===== config.mk =====
export PLATFORM = sky130hd
export DESIGN_NAME = kpyd_voice_sequencer
export DESIGN_NICKNAME = d
export VERILOG_FILES = /design/src/rtl/kpyd_voice_pkg.sv /design/src/rtl/kpyd_onehot_decode.sv /design/src/rtl/kpyd_voice_sequencer.sv
export SDC_FILE = /design/constraint.sdc
export NUM_CORES = 1
export LEC_CHECK = 0
export ABC_AREA = 0
export ABC_CLOCK_PERIOD_IN_PS = 2650
export CAP_MARGIN = 5
export CORE_UTILIZATION = 45
export CTS_BUF_LIST = sky130_fd_sc_hd__clkbuf_4 sky130_fd_sc_hd__clkbuf_8
export DETAILED_ROUTE_END_ITERATION = 16
export DONT_BUFFER_PORTS = 1
export GPL_TIMING_DRIVEN = 0
export HOLD_SLACK_MARGIN = 0.03
export PLACE_DENSITY = 0.63
export SYNTH_ARGS = -nofsm -noshare
export SYNTH_HDL_FRONTEND = slang
export SYNTH_SLANG_ARGS = --single-unit

===== constraint.sdc =====
create_clock -name clk_i -period 2.65 [get_ports clk_i]
set_clock_uncertainty 0.2 [all_clocks]
set_input_delay 0.53 -clock clk_i [delete_from_list [all_inputs] [get_ports clk_i]]
set_output_delay 0.53 -clock clk_i [all_outputs]
set_load 0.02 [all_outputs]

===== src/rtl/kpyd_voice_pkg.sv =====
// Shared types and the per-voice ROM address table for the keypad sound path.
package kpyd_voice_pkg;

  typedef enum logic [1:0] {
    IDLE  = 2'd0,
    FETCH = 2'd1,
    HOLD  = 2'd2
  } state_e;

  localparam int NUM_VOICES   = 4;
  localparam int VOICE_ADDR_W = 8;

  localparam int VOICE_A = 0;
  localparam int VOICE_B = 1;
  localparam int VOICE_3 = 2;
  localparam int VOICE_6 = 3;

  // Packed so that [v] selects voice v directly.
  localparam logic [NUM_VOICES-1:0][VOICE_ADDR_W-1:0] BASE_ADDR =
    {8'd110, 8'd94, 8'd59, 8'd0};
  localparam logic [NUM_VOICES-1:0][VOICE_ADDR_W-1:0] LAST_ADDR =
    {8'd125, 8'd109, 8'd93, 8'd58};

endpackage


===== src/rtl/kpyd_onehot_decode.sv =====
// Flags a legal key request (exactly one key down) and reports which voice it is.
module kpyd_onehot_decode #(
  parameter int num_voices_p = 4,
  localparam int IW = (num_voices_p > 1) ? $clog2(num_voices_p) : 1
) (
  input  logic [num_voices_p-1:0] kpyd_i,
  output logic                    legal_o,
  output logic [IW-1:0]           idx_o
);

  localparam logic [num_voices_p-1:0] ONE = {{(num_voices_p-1){1'b0}}, 1'b1};

  // Non-zero with no second bit: clearing the lowest set bit leaves nothing.
  assign legal_o = (kpyd_i != '0) && ((kpyd_i & (kpyd_i - ONE)) == '0);

  always_comb begin
    idx_o = '0;
    for (int i = 0; i < num_voices_p; i++) begin
      if (kpyd_i[i]) idx_o = i[IW-1:0];
    end
  end

endmodule


===== src/rtl/kpyd_voice_sequencer.sv =====
// Arbitrates the shared sample ROM between keypad voices and streams the active
// voice's samples, looping over its address range, to the audio sink.
module kpyd_voice_sequencer
  import kpyd_voice_pkg::*;
#(
  parameter int width_p      = 24,
  parameter int addr_width_p = 8,
  parameter int num_voices_p = 4
) (
  input  logic                    clk_i,
  input  logic                    reset_i,
  input  logic [num_voices_p-1:0] kpyd_i,
  output logic [addr_width_p-1:0] rom_addr_o,
  input  logic [width_p-1:0]      rom_data_i,
  output logic [width_p-1:0]      sound_o,
  output logic                    sound_valid_o,
  input  logic                    sound_ready_i,
  output logic [num_voices_p-1:0] voice_o,
  output logic                    wrap_o
);

  localparam int VIW = (num_voices_p > 1) ? $clog2(num_voices_p) : 1;

  logic           key_legal;
  logic [VIW-1:0] key_idx;

  kpyd_onehot_decode #(.num_voices_p(num_voices_p)) u_dec (
    .kpyd_i  (kpyd_i),
    .legal_o (key_legal),
    .idx_o   (key_idx)
  );

  state_e                  state_q, state_d;
  logic [addr_width_p-1:0] addr_q, addr_d;
  logic [width_p-1:0]      sound_q, sound_d;
  logic                    valid_q, valid_d;
  logic [VIW-1:0]          vidx_q, vidx_d;

  function automatic logic [addr_width_p-1:0] base_of(input logic [VIW-1:0] v);
    return addr_width_p'(BASE_ADDR[v]);
  endfunction

  function automatic logic [addr_width_p-1:0] last_of(input logic [VIW-1:0] v);
    return addr_width_p'(LAST_ADDR[v]);
  endfunction

  logic handshake, at_last, same_key;
  assign handshake = (state_q == HOLD) && sound_ready_i;
  assign at_last   = (addr_q == last_of(vidx_q));
  assign same_key  = key_legal && (key_idx == vidx_q);

  always_comb begin
    state_d = state_q;
    addr_d  = addr_q;
    sound_d = sound_q;
    valid_d = valid_q;
    vidx_d  = vidx_q;
    unique case (state_q)
      IDLE: begin
        if (key_legal) begin
          vidx_d  = key_idx;
          addr_d  = base_of(key_idx);
          state_d = FETCH;
        end
      end
      FETCH: begin
        sound_d = rom_data_i;
        valid_d = 1'b1;
        state_d = HOLD;
      end
      HOLD: begin
        if (sound_ready_i) begin
          valid_d = 1'b0;
          if (same_key) begin
            // Wrap by table compare so no address outside the voice is issued.
            addr_d  = at_last ? base_of(vidx_q) : addr_q + addr_width_p'(1);
            state_d = FETCH;
          end else begin
            sound_d = '0;
            state_d = IDLE;
          end
        end
      end
      default: state_d = IDLE;
    endcase
  end

  always_ff @(posedge clk_i or negedge reset_i) begin
    if (!reset_i) begin
      state_q <= IDLE;
      addr_q  <= '0;
      sound_q <= '0;
      valid_q <= 1'b0;
      vidx_q  <= '0;
    end else begin
      state_q <= state_d;
      addr_q  <= addr_d;
      sound_q <= sound_d;
      valid_q <= valid_d;
      vidx_q  <= vidx_d;
    end
  end

  always_comb begin
    voice_o = '0;
    if (state_q != IDLE) voice_o[vidx_q] = 1'b1;
  end

  assign rom_addr_o    = addr_q;
  assign sound_o       = sound_q;
  assign sound_valid_o = valid_q;
  assign wrap_o        = handshake && at_last;

endmodule


==> impl_metrics.json <==
{
  "status": "finished, final reports clean",
  "cts.path.max_buffers": 2,
  "ctsHtreeMaxLevel": 2,
  "die_h_um": 68.3,
  "ys_seq_elements": 37,
  "root_buffer": "clkbuf_8",
  "power_density_nw_per_um2": 1270,
  "path_clk_slew_ns": 0.07,
  "crit_path_cell_trace": "or4b_4 -> mux2i_4 -> nand2_2 -> nor2_4",
  "ys_types": 44,
  "drt_iter0_markers": 108,
  "crit_path_max_fanout": 8,
  "max_stage_delay_ns": 0.59,
  "drt_pre_antenna_iters": 4,
  "finalHoldViolCount": 0,
  "synth.avg_cell_area_um2": 10.9,
  "final_common_cell": "dfrtp_1",
  "row_count": 23,
  "final_cell_mix": "dfrtp_1, a32o_1, nor2_1, clkbuf_1",
  "cts_buffers": 5,
  "cap_violations": 0,
  "slowest_stage": "or4b_4",
  "track_usage_pct": 21.7,
  "grt_pass1_wl_um": 7380,
  "antenna_found_initial": 0,
  "critical_path.top_delay_family": "simple AND/OR/NAND/NOR gates",
  "wire_per_inst_um": 19.5,
  "final_nets": 231,
  "power_frac_clock_pct": 13.6,
  "ios": 69,
  "hold_class": "in2reg",
  "finalCritPeriodShare_pct": 98.0,
  "area_growth_pct": 10.9,
  "grt_pass1_vias": 1627,
  "slew_headroom_pct": 63.6,
  "yosys.area_share.simple_pct": 13.8,
  "layoutNonFillerInstCount": 242,
  "synthAdderAreaFrac_pct": 5.69,
  "end_kind": "primary output",
  "rrSetupSlack_ns": 0.30,
  "cp-endpoint": "wrap_o",
  "ant_nets": 0,
  "clk_latency_ns": 0.28,
  "synth_compound_area_share_pct": 26.0,
  "portBuffers": 0,
  "crit_type": "reg2out",
  "vias_per_cell": 6.53,
  "syn_nets": 221,
  "fmax_mhz": 385,
  "gp_congestion": 0.884,
  "worstRegToRegCells": 5,
  "worst-slew-pin-transition_ns": 0.544,
  "fin_crit_ns": 2.60,
  "fin_util_pct": 53.3,
  "rsz0062_at_grt": "no",
  "ir_drop_mv": 0.646,
  "cp.depth": 4,
  "switching_share_pct": 47.4,
  "synth_top_family_by_area": "compound AO/OA/AOI/OAI gates",
  "cts_tree": "done",
  "synthXorXnorAreaFrac_pct": 2.65,
  "antenna_cells": 0,
  "dp_hpwl_um": 3500,
  "drc": 0,
  "grt_overflow": 0,
  "required_ns": 1.92,
  "crit_start": "rom_addr_o[0]",
  "ys_seq_area_share_pct": 46.8,
  "p_int_w": 0.00147,
  "pwr-share-comb_pct": 38.9,
  "switching_power_w": 0.00133,
  "synthesis.area_um2": 1980,
  "critPathLaunchType": "flop",
  "finalWirelength_um": 4720,
  "initial_core_util_pct": 48.1,
  "dieArea_um2": 4670,
  "clkSinkCount": 37,
  "cellLeakagePower_nw": 0.893,
  "dpl.cell_count": 231,
  "synth_mux_area_share_pct": 2.02,
  "drv_slew": 0,
  "vias": 1580,
  "die_w_um": 68.3,
  "timing.rr.end": "rom_addr_o[1]",
  "p_seq_share_pct": 47.5,
  "grt_max_degree": 38,
  "worstPathArrival_ns": 1.87,
  "drive_gt1_share_pct": 12.0,
  "setup_violations": 0,
  "core_um2": 4120,
  "synth_warnings": 0,
  "netlist_instances": 181,
  "cp_num_buf_inv": 0,
  "reg2reg_from": "state_q[1]"
}
-- metrics by stage --
step                      hold WS, ns  worst slack (ns)  cell area, um^2  setup TNS, ns  total power (W)
after global placement         0.0351           0.00635             2040              0          0.00231
after detailed placement       0.0351           -0.0532             2040        -0.0532          0.00237
after floorplan                0.0344             0.190             1980              0          0.00209
final                           0.158            0.0535             2190              0          0.00280
after global routing            0.181           0.00612             2190              0          0.00299
after CTS                       0.153          0.000908             2190              0          0.00280
-- sequential cells by signal, indices dropped and copies added (netlist names) --
name           flops
rom_addr_o         8
sound_o           24
sound_valid_o      1
state_q            2
vidx_q             2
-- cell families (layout without fill, tap and decap cells) --
group                      after synthesis  count (layout)
AOI/OAI and AO/OA                       64              64
xor gates and xnor gates                 6               6
adders and majority gates                9               9
buffers and inverters                   16              27
DFF                                     37              37
muxes                                    3               3
and+or+nand+nor                         46              46
-- routing by layer --
layer	GRT usage (%)	vias up	wire, um
li1	-	728	-
met1	23.5	783	1790
met2	38.0	59	2480
met3	6.67	10	373
met4	10.4	0	75
met5	0	-	0
-- power groups by stage --
stage          logic, W  clock network [W]  registers (W)
6_report        0.00109           0.000379        0.00133
5_1_grt         0.00121           0.000412        0.00137
4_1_cts         0.00108           0.000392        0.00133
3_5_place_dp    0.00104                  0        0.00133
3_3_place_gp   0.000990                  0        0.00132
2_1_floorplan  0.000845                  0        0.00125
-- layout make-up --
| type | instances | area, um^2 |
|---|---|---|
| multi-input combinational | 128 | 1020 |
| tap | 50 | 62.6 |
| buffer | 9 | 33.8 |
| fill | 382 | 1920 |
| timing repair buffer | 3 | 37.5 |
| inverter | 7 | 26.3 |
| sequential | 37 | 931 |
| clock inverter | 2 | 10.0 |
| clock buffer | 6 | 76.3 |
-- worst min path at each step --
stage | endpoint | from | slack [ns] | depth (start not counted)
finish | state_q[1] | sound_ready_i | 0.16 | 1
global route | state_q[1] | sound_ready_i | 0.18 | 1
CTS | state_q[1] | sound_ready_i | 0.15 | 1
detailed placement | rom_addr_o[7] | reset_i | 0.04 | 0
global placement | rom_addr_o[3] | reset_i | 0.04 | 0
floorplan | rom_addr_o[0] | reset_i | 0.03 | 0
-- synthesized netlist by cell type, drive strengths merged --
library cell   n  share of area, %
dfrtp         37                47
a32o          24                12
nor2          14               3.0
clkbuf         9               1.7
ha             9               5.7
a21oi          8               2.0
inv            7               1.3
o21ai          7               1.8
a211oi         6               2.3
and3           5               1.6
nor2b          5               1.6
xor2           5               2.2
nand2          4              0.76
a31oi          3              0.95
nor3           3              0.76
o31ai          3               1.1
a21boi         2              0.76
mux2           2               1.3
nand3          2              0.51
nor3b          2              0.76
nor4bb         2               1.0
o211ai         2              0.76
o221a          2               1.1
o22a           2              0.89
a221o          1              0.51
a22o           1              0.44
a41oi          1              0.44
and2           1              0.32
and4           1              0.44
and4b          1              0.51
mux2i          1              0.70
nand2b         1              0.32
nand4          1              0.32
nand4b         1              0.44
nor4b          1              0.44
o21a           1              0.38
o2bb2ai        1              0.44
or3            1              0.32
or4b           1              0.70
xnor2          1              0.44
-- timing repair --
action,4_1_cts,5_1_grt
setup buffers,1,0
hold buffers,2,0
hold endpoints to repair,37,0
gates resized for setup,7,3
setup endpoints to repair,1,1
pin swaps,1,0
cloned,0,0
(Power assumes the default switching activity.)
